[src/rtl/piano_mode_mux.sv]
// Selects one playing-mode engine onto the shared note/LED/octave/number outputs, with a mute gap
// on mode changes, a fault state for illegal modes and an edge-toggled play state.
// Optional: define PIANO_MODE_MUX_SCORE_EN to register the selected competition player's score.
module piano_mode_mux #(
    parameter int unsigned          NUM_SRC     = 4,
    parameter int unsigned          NOTE_W      = 4,
    parameter int unsigned          LED_W       = 7,
    parameter int unsigned          OCT_W       = 2,
    parameter int unsigned          NUM_W       = 4,
    parameter int unsigned          MUTE_CYCLES = 16,
    parameter logic [NOTE_W-1:0]    REST_NOTE   = '0,
    parameter logic [OCT_W-1:0]     DEFAULT_OCT = 2'd1,
    parameter logic [LED_W-1:0]     FAULT_LED   = 7'h7F
) (
    input  logic                        clk,
    input  logic                        reset,
    input  logic [NUM_SRC-1:0]          mode,
    input  logic                        start,
    input  logic                        user,
    input  logic [NUM_SRC*NOTE_W-1:0]   src_note,
    input  logic [NUM_SRC*LED_W-1:0]    src_led,
    input  logic [NUM_SRC*OCT_W-1:0]    src_octave,
    input  logic [NUM_SRC*NUM_W-1:0]    src_num,
    input  logic [3:0]                  score_a,
    input  logic [3:0]                  score_b,
    output logic [NOTE_W-1:0]           note_out,
    output logic [LED_W-1:0]            led_out,
    output logic [OCT_W-1:0]            octave_out,
    output logic [NUM_W-1:0]            num,
    output logic [3:0]                  score_user,
    output logic                        play_state,
    output logic [$clog2(NUM_SRC)-1:0]  active_src,
    output logic                        switching
);
    localparam int unsigned      SRC_W    = $clog2(NUM_SRC);
    localparam int unsigned      CNT_W    = (MUTE_CYCLES > 1) ? $clog2(MUTE_CYCLES) : 1;
    localparam logic [CNT_W-1:0] CNT_LOAD = CNT_W'(MUTE_CYCLES - 1);

    typedef enum logic [1:0] {StFault, StMute, StRun} state_e;

    state_e              state_q, state_d;
    logic [NUM_SRC-1:0]  mode_q, cur_q, cur_d;
    logic [CNT_W-1:0]    cnt_q, cnt_d;
    logic                start_q, start_q2;
    logic                play_q, play_d;
    logic [NOTE_W-1:0]   note_q, note_d, sel_note;
    logic [LED_W-1:0]    led_q, led_d, sel_led;
    logic [OCT_W-1:0]    oct_q, oct_d, sel_oct;
    logic [NUM_W-1:0]    num_q, num_d, sel_num;
    logic [SRC_W-1:0]    src_q, src_d, cur_idx;
    logic                switching_q, switching_d;
    logic                mode_legal, mode_new, start_rise;

    assign mode_legal = $onehot(mode_q);
    assign mode_new   = (mode_q != cur_q);
    assign start_rise = start_q & ~start_q2;

    // cur_q is the one-hot mode whose gap or run is in progress.
    always_comb begin
        cur_idx = '0;
        for (int i = 0; i < NUM_SRC; i++) begin
            if (cur_q[i]) cur_idx = SRC_W'(i);
        end
    end

    always_comb begin
        sel_note = '0;
        sel_led  = '0;
        sel_oct  = '0;
        sel_num  = '0;
        for (int i = 0; i < NUM_SRC; i++) begin
            if (cur_idx == SRC_W'(i)) begin
                sel_note = src_note[i*NOTE_W +: NOTE_W];
                sel_led  = src_led[i*LED_W +: LED_W];
                sel_oct  = src_octave[i*OCT_W +: OCT_W];
                sel_num  = src_num[i*NUM_W +: NUM_W];
            end
        end
    end

    always_comb begin
        state_d     = state_q;
        cur_d       = cur_q;
        cnt_d       = cnt_q;
        play_d      = play_q;
        note_d      = note_q;
        led_d       = led_q;
        oct_d       = oct_q;
        num_d       = num_q;
        src_d       = src_q;
        switching_d = switching_q;

        if (!mode_legal) begin
            state_d     = StFault;
            note_d      = REST_NOTE;
            led_d       = FAULT_LED;
            oct_d       = DEFAULT_OCT;
            num_d       = '0;
            src_d       = '0;
            switching_d = 1'b0;
            play_d      = 1'b0;
        end else if (state_q == StFault || mode_new) begin
            // New or changed mode: (re)start the gap; a coincident start edge is dropped.
            state_d     = StMute;
            cur_d       = mode_q;
            cnt_d       = CNT_LOAD;
            note_d      = REST_NOTE;
            led_d       = '0;
            oct_d       = DEFAULT_OCT;
            num_d       = '0;
            switching_d = 1'b1;
            play_d      = 1'b0;
        end else if (state_q == StMute) begin
            if (cnt_q == '0) begin
                state_d     = StRun;
                src_d       = cur_idx;
                note_d      = sel_note;
                led_d       = sel_led;
                oct_d       = sel_oct;
                num_d       = sel_num;
                switching_d = 1'b0;
            end else begin
                cnt_d = cnt_q - CNT_W'(1);
            end
        end else begin
            note_d = sel_note;
            led_d  = sel_led;
            oct_d  = sel_oct;
            num_d  = sel_num;
            if (start_rise) play_d = ~play_q;
        end
    end

    always_ff @(posedge clk or posedge reset) begin
        if (reset) begin
            state_q     <= StFault;
            mode_q      <= '0;
            cur_q       <= '0;
            cnt_q       <= '0;
            start_q     <= 1'b0;
            start_q2    <= 1'b0;
            play_q      <= 1'b0;
            note_q      <= REST_NOTE;
            led_q       <= FAULT_LED;
            oct_q       <= DEFAULT_OCT;
            num_q       <= '0;
            src_q       <= '0;
            switching_q <= 1'b0;
        end else begin
            state_q     <= state_d;
            mode_q      <= mode;
            cur_q       <= cur_d;
            cnt_q       <= cnt_d;
            start_q     <= start;
            start_q2    <= start_q;
            play_q      <= play_d;
            note_q      <= note_d;
            led_q       <= led_d;
            oct_q       <= oct_d;
            num_q       <= num_d;
            src_q       <= src_d;
            switching_q <= switching_d;
        end
    end

`ifdef PIANO_MODE_MUX_SCORE_EN
    logic [3:0] score_q;

    always_ff @(posedge clk or posedge reset) begin
        if (reset) begin
            score_q <= '0;
        end else if (state_d == StFault) begin
            score_q <= '0;
        end else if (state_q == StRun && state_d == StRun && src_q == SRC_W'(3)) begin
            score_q <= user ? score_a : score_b;
        end
    end

    assign score_user = score_q;
`else
    logic unused_score;
    assign unused_score = ^{user, score_a, score_b};
    assign score_user   = 4'h0;
`endif

    assign note_out   = note_q;
    assign led_out    = led_q;
    assign octave_out = oct_q;
    assign num        = num_q;
    assign play_state = play_q;
    assign active_src = src_q;
    assign switching  = switching_q;

endmodule

[config.mk]
export PLATFORM = sky130hd
export DESIGN_NAME = piano_mode_mux
export DESIGN_NICKNAME = d
export VERILOG_FILES = /design/src/rtl/piano_mode_mux.sv
export SDC_FILE = /design/constraint.sdc
export NUM_CORES = 1
export LEC_CHECK = 0
export BUFFER_PORTS_ARGS = -buffer_cell sky130_fd_sc_hd__buf_2
export CELL_PAD_IN_SITES_DETAIL_PLACEMENT = 2
export CELL_PAD_IN_SITES_GLOBAL_PLACEMENT = 2
export CORE_UTILIZATION = 27
export CTS_CLUSTER_DIAMETER = 30
export DETAILED_ROUTE_END_ITERATION = 10
export PLACE_DENSITY = 0.8
export SLEW_MARGIN = 10
export SYNTH_ARGS = -nofsm -noshare
export SYNTH_HDL_FRONTEND = slang
export SYNTH_SLANG_ARGS = --single-unit
export TNS_END_PERCENT = 50
[constraint.sdc]
create_clock -name clk -period 3.45 [get_ports clk]
set_input_delay 0.8625 -clock clk [delete_from_list [all_inputs] [get_ports clk]]
set_output_delay 0.8625 -clock clk [all_outputs]
set_load 0.1 [all_outputs]
-- Word level (Yosys, flattened, before mapping)
Cells that the tools add are included.
- bits of input ports: 84
- register bits after elaboration: 37
- bitwise operators: 3
- reductions and logical operators: 10
- equal/unequal tests: 15
- multiplexer cells: 54
- $add $sub $neg: 4
- operators by type and width (operator ; count):
    $mux W4 ; 19
    $mux W7 ; 8
    $mux W2 ; 18
    $mux W1 ; 9
    $ne A3 B1 Y1 const B ; 3
    $reduce_and A2 Y1 ; 3
    $reduce_and A3 Y1 ; 2
    $add A1 B1 Y2 ; 2
    $eq A2 B1 Y1 const B ; 2
    $eq A2 B2 Y1 const B ; 2
    $logic_not A2 Y1 ; 2
    $logic_not A4 Y1 ; 1
    $ne A2 B1 Y1 const B ; 2
    $ne A2 B2 Y1 const B ; 2
    $ne A4 B3 Y1 const B ; 1
    $ne A4 B4 Y1 ; 1
    $sub A4 B1 Y4 const B ; 1
    $add A2 B2 Y3 ; 1
    $eq A3 B1 Y1 const B ; 1
    $ne A3 B3 Y1 const B ; 1
    $not A1 Y1 ; 2
    $reduce_bool A2 Y1 ; 1
    $and A1 B1 Y1 ; 1
    $logic_or A1 B1 Y1 ; 1

-- Depth between registers and ports, before layout
Gate-level depths: netlist of run 1.
- depth in word-level cells: 12
- depth in mapped cells: 10
- mapped depth without buffers: 9

-- Worst setup path before layout of run 1
No wires, ideal clock.
- kind: register to register
- from: register mode_q[1]
- to: register cnt_q[0]
- arrival time: 2.307 ns
- setup slack: 1.019 ns
- library setup time: 0.124 ns
- cell stages (with the launch flop): 11
- data required time: 3.326 ns
- cell sequence: dfrtp_1 -> inv_1 -> fa_1 -> inv_1 -> ha_1 -> ha_1 -> nor3b_4 -> nand3_1 -> nor3_2 -> buf_6 -> mux2i_1
- word-level cells in the longest chain between the ends: 4
- elaborated cells on any way between the ends: 9
- those cells by class: add/sub: 2; eq/ne: 3; mux: 1; reduce/logical: 3
- RTL lines (element ; line ; RTL):
    start: declaration ; 42 ; logic [NUM_SRC-1:0] mode_q, cur_q, cur_d;
    start signal: assignment ; 151 ; mode_q <= mode;
    $add A1 B1 Y2 (implied by the code) / $ne A4 B4 Y1 (equally long branches) ; 54, 55 ;
    $add A2 B2 Y3 (implied by the code) / $logic_or A1 B1 Y1 (equally long branches) ; 54, 102 ;
    $eq A3 B1 Y1 (tied with other cells) ; 54 ; assign mode_legal = $onehot(mode_q);
    $reduce_and A3 Y1 (no line) ; n/a ;
    end signal: assignment ; 153 ; cnt_q <= cnt_d;
    end: declaration ; 43 ; logic [CNT_W-1:0] cnt_q, cnt_d;
Parallel ways exist; a longest one is shown, timed or not.
A chain may end at the register's enable or synchronous reset.

-- Worst setup path in the final report of run 1
- from: register mode_q[1]
- to: register oct_q[0] (netlist: octave_out[0])
- word-level cells in the longest chain between the ends: 4
- elaborated cells on any way between the ends: 8
- those cells by class: add/sub: 2; eq/ne: 3; mux: 2; reduce/logical: 1
- RTL lines (element ; line ; RTL):
    $add A1 B1 Y2 (implied by the code) / $ne A4 B4 Y1 (equally long branches) ; 54, 55 ;
    $add A2 B2 Y3 (implied by the code) / $logic_or A1 B1 Y1 (equally long branches) ; 54, 102 ;
    $eq A3 B1 Y1 / $mux W2 (equally long branches) ; 54, 102 ;
    $ne A4 B3 Y1 (no line) / $mux W2 (equally long branches) ; n/a ;
    end signal: assignment ; 159 ; oct_q <= oct_d;
    end: declaration ; 48 ; logic [OCT_W-1:0] oct_q, oct_d, sel_oct;
Parallel ways exist; a longest one is shown, timed or not.

==> results.env, run 1 <==
MAX_CAP_VIOLATIONS=0
YOSYS-TOP-CELLS-AREA='sky130_fd_sc_hd__dfrtp_1, sky130_fd_sc_hd__dfstp_2, sky130_fd_sc_hd__o2bb2ai_2'
CLOCK_LATENCY_NS=0.29
POST-CTS-SETUP-BUFFERS=0
CPPEAKSTAGEDELAY_NS=0.50
RELSLEWSLACK=0.429
POST-SYNTH-TOP-AREA-FRACTION=0.307
COUNT_OF_FLIP_FLOPS_WITH_A_BUILT_IN_ENABLE_AFTER_SYNTHESIS=0
CTS.SINKS=36
DP_HPWL_UM=5430
DIE_HEIGHT_UM=93.9
GRT_REMAINING_OVERFLOW=0
DRT-PASS1-ITER-COUNT=4
CTS-HTREE-LEVELS=2
REGTOREGSTARTPOINT='mode_q[1]$_DFF_PP0_'
SETUP_VIOLS_FINAL=0
GP_CONGESTION=0.714
NUMBER_OF_INSTANCES_IN_THE_SYNTHESIZED_NETLIST=230
AVGVIACOUNTPERCELL=4.92
SYNTH.LIB_CELLS_USED.DISTINCT=49
CELL_WITH_THE_MOST_INSTANCES_AFTER_SYNTHESIS='sky130_fd_sc_hd__dfrtp_1'
CTS.CLK_SLEW.WORST_PATHS_NS=0.08
TIMING.CRITICAL_PATH.CELLS='inv_1 -> fa_1 -> inv_1 -> ha_1 -> ha_1 -> nor3b_4 -> buf_4 -> nand4_4 -> o32a_1'
PORT_BUFFERS=95
TRITONCTS='done'
PERIOD_MINUS_SLACK_NS=2.65
AREA.GROWTH.SYNTH_TO_FINAL_PCT=26.3
POSTLAYOUTSETUPSLACKWORST_NS=0.801
CLOCK_PATH_BUFFERS=2
RSZ_0062_RAISED_AFTER_GLOBAL_ROUTING='no'
WORSTSETUPSTARTPOINTTYPE='flop'
OUTCOME='finished, final reports clean'
NUMBER_OF_ANTENNA_VIOLATIONS_AT_THE_FIRST_CHECK_IN_GLOBAL_ROUTING=0
ANTENNA_LEFT=0
DRT-WIRELENGTH-PER-CELL_UM=17.0
CLOCK_SKEW_NS=0.00801
P_PER_AREA_nW_PER_UM2=582
LAYOUT-DRIVE-GT1-SHARE=0.424
TIMING.CRITICAL_PATH.ARRIVAL_NS=2.87
LAYOUT.FILLER_CELLS=969
FINAL_NET_COUNT=408
CRIT_PATH_MAX_FANOUT=12
DRT_DRC_VIOLATIONS_LEFT=0
SETUP.WORST_PATH.CLASS='reg2reg'
DR_TOTAL_VIAS=2098
ROWS=33
POWER.TOTAL_mW=1.68
PRE_CTS_SLACK_NS=0.767
SYNTH-MAIN-FF-CELL='sky130_fd_sc_hd__dfrtp_1'
WORSTMARGINPINSLEW_NS=0.856
GRT_START_MAX_NET_PINS=38
CELL_TYPES_WITH_THE_HIGHEST_COUNTS_AFTER_SYNTHESIS='sky130_fd_sc_hd__dfrtp_1, sky130_fd_sc_hd__nand2_1, sky130_fd_sc_hd__nor2_1'
FMAX_GHz=0.378
START_UTIL=0.278
ROUTED_WIRELENGTH_UM=7230
ANTENNA_CELLS_INSERTED=0
LAYOUT.CELLS.NON_FILLER=426
COUNT_OF_CELLS_RESIZED_BY_POST_CTS_REPAIR=0
CTS-BUFFERS-INSERTED=5
CRITPATHSLOWESTCELL='sky130_fd_sc_hd__fa_1'
YS_FF_LATCH=36
CORE_REGION_AREA_UM2=8220
POSTSYNTHAREAPERCELL_UM2=9.92
ASYNC_RESET_FF_FRAC=1.00
GRT_UTIL_ALL_LAYERS=0.170
GRT_PASS1_VIAS=2264
WORSTPATHREQUIRED_NS=3.67
MAXIMUM_VDD_DROP_uV=184
IO_PINS=109
CLOCKROOTBUFFER='sky130_fd_sc_hd__clkbuf_8'
DP_CELLS=418
TIMING.CRITICAL_PATH.FROM='mode_q[1]$_DFF_PP0_'
SYNTHDOMINANTAREACELLTYPE='sky130_fd_sc_hd__dfrtp_1'
GRT_FIRST_PASS_WIRELENGTH_UM=11400
SYNTH.CELL_AREA_UM2=2280
TIMING.CRITICAL_PATH.TO_TYPE='flop'
FINALCRITPERIODSHARE=0.768
FRACTION_OF_THE_YOSYS_AREA_TAKEN_BY_SEQUENTIAL_CELLS=0.399
SLEW_VIOLATIONS=0
CELLLEAKAGEPOWER_nW=1.42
DIE_X_UM=93.9
POSTCTSHOLDBUFS=0
HOLD_VIOLATIONS=0
FP.DIEAREA_UM2=8820
DRTITER0DRC=70
TIMING.HOLD.WORST.CLASS='reg2reg'
STARTPOINT_OF_THE_TIGHTEST_HOLD_CHECK_PATH='start_q$_DFF_PP0_'
SYNTHESIS.YOSYS.WARNINGS=0
TIMING.SETUP.TNS_NS=0
==> critical path: cells and delay by family, from the launching register on <==
family | cells | cell delay [ns]
AND/OR/NAND/NOR | 2 | 0.55
AO/OA/AOI/OAI | 1 | 0.26
buffers and inverters | 3 | 0.38
flip-flops | 1 | 0.39
adder cells (fa/ha/maj) | 3 | 0.99
==> where the power goes <==
part | internal [mW] | switching [mW]
Sequential | 0.474 | 0.0955
Clock | 0.142 | 0.150
Combinational | 0.277 | 0.539
Total | 0.893 | 0.785
==> metal layers <==
metal / up-vias / track usage / share of wire
li1: 994 / - / -
met4: 0 / 0.0346 / 0.0058
met2: 56 / 0.305 / 0.52
met5: - / 0 / 0
met1: 1043 / 0.209 / 0.43
met3: 5 / 0.0332 / 0.048
==> sequential cells by signal, summed over array words and instances (netlist names) <==
register and cells:
led_out 7, mode_q 4, state_q 2, start_q 1, play_state 1, start_q2 1
cnt_q 4, cur_q 4, num 4, note_out 4, octave_out 2, active_src 2
==> cell usage in the layout, fill, tap and decap left out, drive strengths merged, types with 7 or more instances in the layout <==
master,n
nand2,25
a22oi,9
inv,18
nor2,19
nor2b,8
dfrtp,28
o2bb2ai,9
mux2i,11
o31ai,7
a21oi,11
clkbuf,7
buf,100
dfstp,8
a211oi,8
o311a,7
==> path summary, 6_finish.rpt <==
check                      cells after the start  slack, ns                   endpoint
setup reg to reg                               9       0.80  octave_out[0]$_DFFE_PP1P_
min in group asynchronous                      3       0.68       cur_q[3]$_DFFE_PP0P_
hold / removal                                 0       0.38         start_q2$_DFF_PP0_
max in group asynchronous                      3       2.40     led_out[0]$_DFFE_PP1P_
hold reg to reg                                0       0.38         start_q2$_DFF_PP0_
setup / recovery                               9       0.80  octave_out[0]$_DFFE_PP1P_
==> cells by family after synthesis <==
| family | share of synthesized area |
|---|---|
| compound gates | 0.245 |
| xor+xnor | 0.0258 |
| flops | 0.399 |
| fa+ha+maj | 0.0252 |
| other cells | 0.00164 |
| mux | 0.0532 |
| simple gates | 0.160 |
| buf+inv | 0.0899 |
==> area by class of cell <==
type                    instances  area (um2)  area share
multi-input cells             159        1180       0.409
well taps                     105         131      0.0456
clock inverters                 1        5.00     0.00174
flip-flops and latches         36         911       0.316
repair buffers                100         513       0.178
inverters                      18        67.6      0.0234
clock buffers                   7        76.3      0.0265
==> stage by stage <==
step	instance area (um2)	hold slack [ns]	utilization
detailed placement	2800	0.371	0.341
CTS	2880	0.382	0.351
floorplan	2290	0.346	-
global placement	2800	0.362	0.341
global route	2880	0.393	0.351
finish	2880	0.378	0.351
(Power assumes the default switching activity.)
==> run 2, diff against run 1 <==
--- a/config.mk
+++ b/config.mk
@@ -8,10 +8,10 @@
 export BUFFER_PORTS_ARGS = -buffer_cell sky130_fd_sc_hd__buf_2
 export CELL_PAD_IN_SITES_DETAIL_PLACEMENT = 2
 export CELL_PAD_IN_SITES_GLOBAL_PLACEMENT = 2
-export CORE_UTILIZATION = 27
+export CORE_UTILIZATION = 24
 export CTS_CLUSTER_DIAMETER = 30
 export DETAILED_ROUTE_END_ITERATION = 10
-export PLACE_DENSITY = 0.8
+export PLACE_DENSITY = 0.75
 export SLEW_MARGIN = 10
 export SYNTH_ARGS = -nofsm -noshare
 export SYNTH_HDL_FRONTEND = slang
==> constraint.sdc (replaced) <==
create_clock -name clk -period 2.2 [get_ports clk]
set_input_delay 0.55 -clock clk [delete_from_list [all_inputs] [get_ports clk]]
set_output_delay 0.55 -clock clk [all_outputs]
set_load 0.1 [all_outputs]
==> results.env, run 2 (same netlist as run 1, synthesis figures left out) <==
REG2REG_TO='num[3]$_DFFE_PP0P_'
DIE_X_UM=99.5
CTS-BUFFERS-INSERTED=5
WORSTSETUPSTARTPOINTTYPE='flop'
ROUTED_WIRELENGTH_UM=7390
AREA.GROWTH.SYNTH_TO_FINAL_PCT=37.9
WORSTPATHREQUIRED_NS=2.43
GRT_REMAINING_OVERFLOW=0
SETUP.WORST_PATH.CLASS='reg2reg'
VIOLATIONS='setup timing'
GP_CONGESTION=0.727
CTS.SINKS=36
WORSTMARGINPINSLEW_NS=0.519
TIMING.CRITICAL_PATH.TO_TYPE='flop'
SEQCELLAREA_UM2=911
P_PER_AREA_nW_PER_UM2=888
FMAX_GHz=0.422
NUMBER_OF_ANTENNA_VIOLATIONS_AT_THE_FIRST_CHECK_IN_GLOBAL_ROUTING=0
DRT-MET1-WL_UM=3170
TOTAL_SWITCHING_POWER_mW=1.27
LARGEST_REGISTER_FFS=7
CLOCK_PATH_BUFFERS=2
MET2ROUTEDLENGTH_UM=3770
POWER.SHARE.SEQUENTIAL=0.294
SETUP.REG_TO_REG.WORST_SLACK_NS=-0.17
POWER_FRAC_COMB=0.515
DP_HPWL_UM=5460
REGTOREGSTARTPOINT='mode_q[0]$_DFF_PP0_'
HOLD_VIOLATIONS=0
AVGVIACOUNTPERCELL=4.62
POSTLAYOUTSETUPSLACKWORST_NS=-0.169
FINALHOLDWORSTSLACK_NS=0.357
LAYOUT-DRIVE-GT1-SHARE=0.487
TIMING.SETUP.TNS_NS=-1.93
LAYOUT.FILLER_CELLS=1045
CTS-HTREE-LEVELS=2
CLOCK_LATENCY_NS=0.29
CORE_REGION_AREA_UM2=9240
LAYOUT.CELLS.MOST_COMMON='sky130_fd_sc_hd__buf_2'
START_UTIL=0.247
SETUP_VIOLS_FINAL=14
ANTENNA_CELLS_INSERTED=0
PLACEDINSTANCEAREA_UM2=2920
TRITONCTS='done'
FINALCRITPERIODSHARE=1.08
RELSLEWSLACK=0.657
MOST_FREQUENT_CELLS_IN_THE_LAYOUT='sky130_fd_sc_hd__buf_2, sky130_fd_sc_hd__dfrtp_1, sky130_fd_sc_hd__nand2_1'
PERIOD_MINUS_SLACK_NS=2.37
PORT_BUFFERS=95
DR_TOTAL_VIAS=2153
TIMING.CRITICAL_PATH.ARRIVAL_NS=2.59
MULTIINPUTGATEAREA_UM2=1240
OUTCOME='finished, violations left'
GRT_FIRST_PASS_WIRELENGTH_UM=12100
IO_PINS=109
CLOCK_SKEW_NS=0.00370
DIE_HEIGHT_UM=99.5
FINAL_CORE_UTILIZATION=0.341
WL_MET3_UM=362
FINAL_NET_COUNT=424
LAYOUT.CELL_AREA.NON_FILLER_UM2=3150
ANTENNA_LEFT=0
RSZ_0062_RAISED_AFTER_GLOBAL_ROUTING='yes'
GRT_UTIL_ALL_LAYERS=0.158
DRT_DRC_VIOLATIONS_LEFT=0
FP.DIEAREA_UM2=9900
SLEW_VIOLATIONS=0
DR.MAX_LAYER_USED='met4'
CTS.CLK_SLEW.WORST_PATHS_NS=0.07
CELLLEAKAGEPOWER_nW=1.53
GRT_START_MAX_NET_PINS=38
CRIT_PATH_MAX_FANOUT=4
POWER.CLOCK.FRACTION=0.190
MAXIMUM_VDD_DROP_uV=270
TIMING.HOLD.WORST.CLASS='in2async'
ROWS=35
CLOCKROOTBUFFER='sky130_fd_sc_hd__clkbuf_8'
GRT_PASS1_VIAS=2379
MAX_CAP_VIOLATIONS=0
WORSTREGTOREGCELLS=10
DRTITER0DRC=31
POWER.SWITCHING_FRACTION=0.454
DRT-WIRELENGTH-PER-CELL_UM=15.9
CELL_INTERNAL_PWR_mW=1.53
DRT-PASS1-ITER-COUNT=4
## run 2: cell count changes in the layout (fill, tap and decap cells not counted), sizes merged
cell / previous run / this run
inv: 18 / 17
clkbuf: 7 / 8
buf: 100 / 116
## run 2: worst max path at each step
stage                        start                   endpoint  slack, ns  cells past startpoint
2_1_floorplan  mode_q[0]$_DFF_PP0_       cnt_q[0]$_DFFE_PP0P_      -0.15                     10
3_5_place_dp   mode_q[0]$_DFF_PP0_    note_out[0]$_DFFE_PP0P_      -0.23                     10
5_1_grt        mode_q[0]$_DFF_PP0_         num[3]$_DFFE_PP0P_      -0.31                     10
3_3_place_gp   mode_q[0]$_DFF_PP0_  octave_out[1]$_DFFE_PP0P_      -0.14                     10
6_report       mode_q[0]$_DFF_PP0_         num[3]$_DFFE_PP0P_      -0.17                     10
4_1_cts        mode_q[0]$_DFF_PP0_         num[3]$_DFFE_PP0P_      -0.16                     10
## run 2: critical path: stages (launching register included)
cell and delay [ns]:
sky130_fd_sc_hd__dfrtp_1 0.37, sky130_fd_sc_hd__inv_2 0.05, sky130_fd_sc_hd__fa_1 0.54, sky130_fd_sc_hd__inv_1 0.05, sky130_fd_sc_hd__ha_2 0.18, sky130_fd_sc_hd__ha_4 0.23
sky130_fd_sc_hd__nor3b_4 0.22, sky130_fd_sc_hd__nand3_2 0.14, sky130_fd_sc_hd__nor3_4 0.24, sky130_fd_sc_hd__buf_4 0.20, sky130_fd_sc_hd__o2bb2ai_2 0.09
## run 2: per-stage QoR
step	total power [mW]	setup slack, ns	std cells
final	2.79	-0.169	466
after global routing	2.99	-0.311	466
after CTS	2.83	-0.163	465
after detailed placement	2.24	-0.225	450
after global placement	2.19	-0.143	450
after floorplan	1.93	-0.151	233
## run 2: what timing repair did
item | CTS | global route
cloned | 1 | 0
hold buffers | 0 | 0
pin swaps | 4 | 1
resized for setup | 9 | 9
setup endpoints to repair | 16 | 27
buffers inserted | 6 | 1
## run 2: per-layer routing
layer / vias to the layer above / track usage
li1: 1027 / -
met1: 1049 / 0.187
met2: 69 / 0.293
met3: 8 / 0.0253
met4: 0 / 0.0475
met5: - / 0
## run 2: power by group through the flow
stage / Sequential, mW / Combinational, mW / Clock (mW)
after floorplan: 1.02 / 0.912 / 0
after CTS: 0.827 / 1.45 / 0.556
after global routing: 0.837 / 1.58 / 0.579
after global placement: 0.829 / 1.36 / 0
final: 0.823 / 1.44 / 0.532
after detailed placement: 0.840 / 1.40 / 0
## run 2: cell type report
type / count / area share
well taps: 129 / 0.0513
flip-flops and latches: 36 / 0.289
multi-input cells: 159 / 0.393
clock buffers: 8 / 0.0318
inverters: 18 / 0.0231
repair buffers: 116 / 0.211
==> run 3, diff against run 2 <==
--- a/config.mk
+++ b/config.mk
@@ -12,6 +12,7 @@
 export CTS_CLUSTER_DIAMETER = 30
 export DETAILED_ROUTE_END_ITERATION = 10
 export PLACE_DENSITY = 0.75
+export SKIP_CTS_REPAIR_TIMING = 1
 export SLEW_MARGIN = 10
 export SYNTH_ARGS = -nofsm -noshare
 export SYNTH_HDL_FRONTEND = slang
==> results.env, run 3 (same netlist as run 1, synthesis figures left out) <==
OUTCOME='finished, violations left'
VIOLATIONS='setup timing'
MET2ROUTEDLENGTH_UM=3740
CRITPATHSLOWESTCELL='sky130_fd_sc_hd__fa_1'
GRT_UTIL_ALL_LAYERS=0.157
TRITONCTS='done'
PERIOD_MINUS_SLACK_NS=2.30
DP_HPWL_UM=5460
CP.BUFFERS_INVERTERS=3
TIMING.CRITICAL_PATH.ARRIVAL_NS=2.52
DRTITER0DRC=32
ROWS=35
GP_CONGESTION=0.727
LAYOUT.CELLS.MOST_COMMON='sky130_fd_sc_hd__buf_2'
FINAL_NET_COUNT=420
GRT_PASS1_VIAS=2361
AREA.GROWTH.SYNTH_TO_FINAL_PCT=34.5
MOST_FREQUENT_CELLS_IN_THE_LAYOUT='sky130_fd_sc_hd__buf_2, sky130_fd_sc_hd__dfrtp_1, sky130_fd_sc_hd__nand2_1'
WORSTSETUPSTARTPOINTTYPE='flop'
ROUTED_WIRELENGTH_UM=7350
CELL_INTERNAL_PWR_mW=1.51
MAX_CAP_VIOLATIONS=0
CLOCKROOTBUFFER='sky130_fd_sc_hd__clkbuf_8'
IO_PINS=109
DIE_HEIGHT_UM=99.5
POWER.CLOCK.FRACTION=0.192
FMAX_GHz=0.435
LAYOUT.CELL_AREA.NON_FILLER_UM2=3070
GRT_REMAINING_OVERFLOW=0
TIMING.CRITICAL_PATH.TO_TYPE='flop'
REG2REG_TO='note_out[0]$_DFFE_PP0P_'
TOTAL_SWITCHING_POWER_mW=1.25
CLOCK_LATENCY_NS=0.29
LARGEST_REGISTER_FFS=7
CTS.SINKS=36
DIE_X_UM=99.5
POWER_FRAC_COMB=0.510
RELSLEWSLACK=0.656
CTS.CLK_SLEW.WORST_PATHS_NS=0.07
DRT-MET1-WL_UM=3160
SETUP.REG_TO_REG.WORST_SLACK_NS=-0.10
FINAL_CORE_UTILIZATION=0.332
SETUP.WORST_PATH.CLASS='reg2reg'
CLOCK_SKEW_NS=0.00616
TIMING.SETUP.TNS_NS=-1.12
WORSTREGTOREGCELLS=10
POWER.SWITCHING_FRACTION=0.453
REGTOREGSTARTPOINT='mode_q[0]$_DFF_PP0_'
PLACEDINSTANCEAREA_UM2=2920
ANTENNA_CELLS_INSERTED=0
TIMING.CRITICAL_PATH.CELLS='inv_2 -> fa_1 -> inv_1 -> ha_2 -> ha_4 -> nor3b_4 -> nand3_2 -> nor3_4 -> buf_6 -> o2bb2ai_2'
CTS-BUFFERS-INSERTED=5
TIMING.HOLD.WORST.CLASS='in2async'
START_UTIL=0.247
ANTENNA_LEFT=0
FP.DIEAREA_UM2=9900
DR_TOTAL_VIAS=2141
POSTLAYOUTSETUPSLACKWORST_NS=-0.101
DRT_DRC_VIOLATIONS_LEFT=0
WORSTMARGINPINSLEW_NS=0.519
DR.MAX_LAYER_USED='met4'
SLEW_VIOLATIONS=0
PORT_BUFFERS=95
HOLD_VIOLATIONS=0
CRIT_PATH_MAX_FANOUT=9
POWER.SHARE.SEQUENTIAL=0.299
CRITPATHTOPFAMILY='adder cells'
POWER.TOTAL_mW=2.76
CTS-HTREE-LEVELS=2
MAXIMUM_VDD_DROP_uV=270
CPPEAKSTAGEDELAY_NS=0.54
FINALCRITPERIODSHARE=1.05
DRT-PASS1-ITER-COUNT=4
GRT_START_MAX_NET_PINS=38
NUMBER_OF_ANTENNA_VIOLATIONS_AT_THE_FIRST_CHECK_IN_GLOBAL_ROUTING=0
CELLLEAKAGEPOWER_nW=1.50
AVGVIACOUNTPERCELL=4.63
GRT_FIRST_PASS_WIRELENGTH_UM=12000
P_PER_AREA_nW_PER_UM2=899
RSZ_0062_RAISED_AFTER_GLOBAL_ROUTING='yes'
LAYOUT-DRIVE-GT1-SHARE=0.468
WORSTPATHREQUIRED_NS=2.42
DRT-WIRELENGTH-PER-CELL_UM=15.9
CORE_REGION_AREA_UM2=9240
CLOCK_PATH_BUFFERS=2
TIMING.CRITICAL_PATH.FROM='mode_q[0]$_DFF_PP0_'
SETUP_VIOLS_FINAL=15
WL_MET3_UM=376
-- run 3: stage by stage --
| stage | hold slack, ns | cells | setup WS (ns) |
|---|---|---|---|
| after floorplan | 0.346 | 233 | -0.151 |
| after global placement | 0.354 | 450 | -0.143 |
| after detailed placement | 0.367 | 450 | -0.225 |
| after CTS | 0.346 | 458 | -0.315 |
| after global routing | 0.340 | 462 | -0.233 |
| final | 0.356 | 462 | -0.101 |
-- run 3: layout make-up --
type	count	area [um2]
Multi-Input combinational cell	159	1210
Inverter	18	67.6
Fill cell	1049	6170
Tap cell	129	161
Timing Repair Buffer	112	623
Sequential cell	36	911
Clock buffer	8	100
-- run 3: worst max path at each step --
stage / to / slack, ns / cells past startpoint
final: note_out[0]$_DFFE_PP0P_ / -0.10 / 10
after global routing: num[1]$_DFFE_PP0P_ / -0.23 / 10
after CTS: note_out[0]$_DFFE_PP0P_ / -0.31 / 10
after detailed placement: note_out[0]$_DFFE_PP0P_ / -0.23 / 10
after global placement: octave_out[1]$_DFFE_PP0P_ / -0.14 / 10
after floorplan: cnt_q[0]$_DFFE_PP0P_ / -0.15 / 10
-- run 3: tightest hold or removal path, stage by stage --
cell and delay, ns:
sky130_fd_sc_hd__buf_2 0.10, sky130_fd_sc_hd__inv_1 0.04, sky130_fd_sc_hd__buf_4 0.40
-- run 3: layer usage --
metal	vias up	track usage
met5	-	0
met4	0	0.0475
met3	7	0.0253
met2	69	0.287
met1	1045	0.188
li1	1020	-
-- run 3: power groups by stage --
| stage | registers (mW) | logic (mW) | clock network (mW) |
|---|---|---|---|
| after floorplan | 1.02 | 0.912 | 0 |
| after global placement | 0.829 | 1.36 | 0 |
| after detailed placement | 0.840 | 1.40 | 0 |
| after CTS | 0.827 | 1.41 | 0.556 |
| after global routing | 0.837 | 1.55 | 0.582 |
| final | 0.823 | 1.41 | 0.529 |
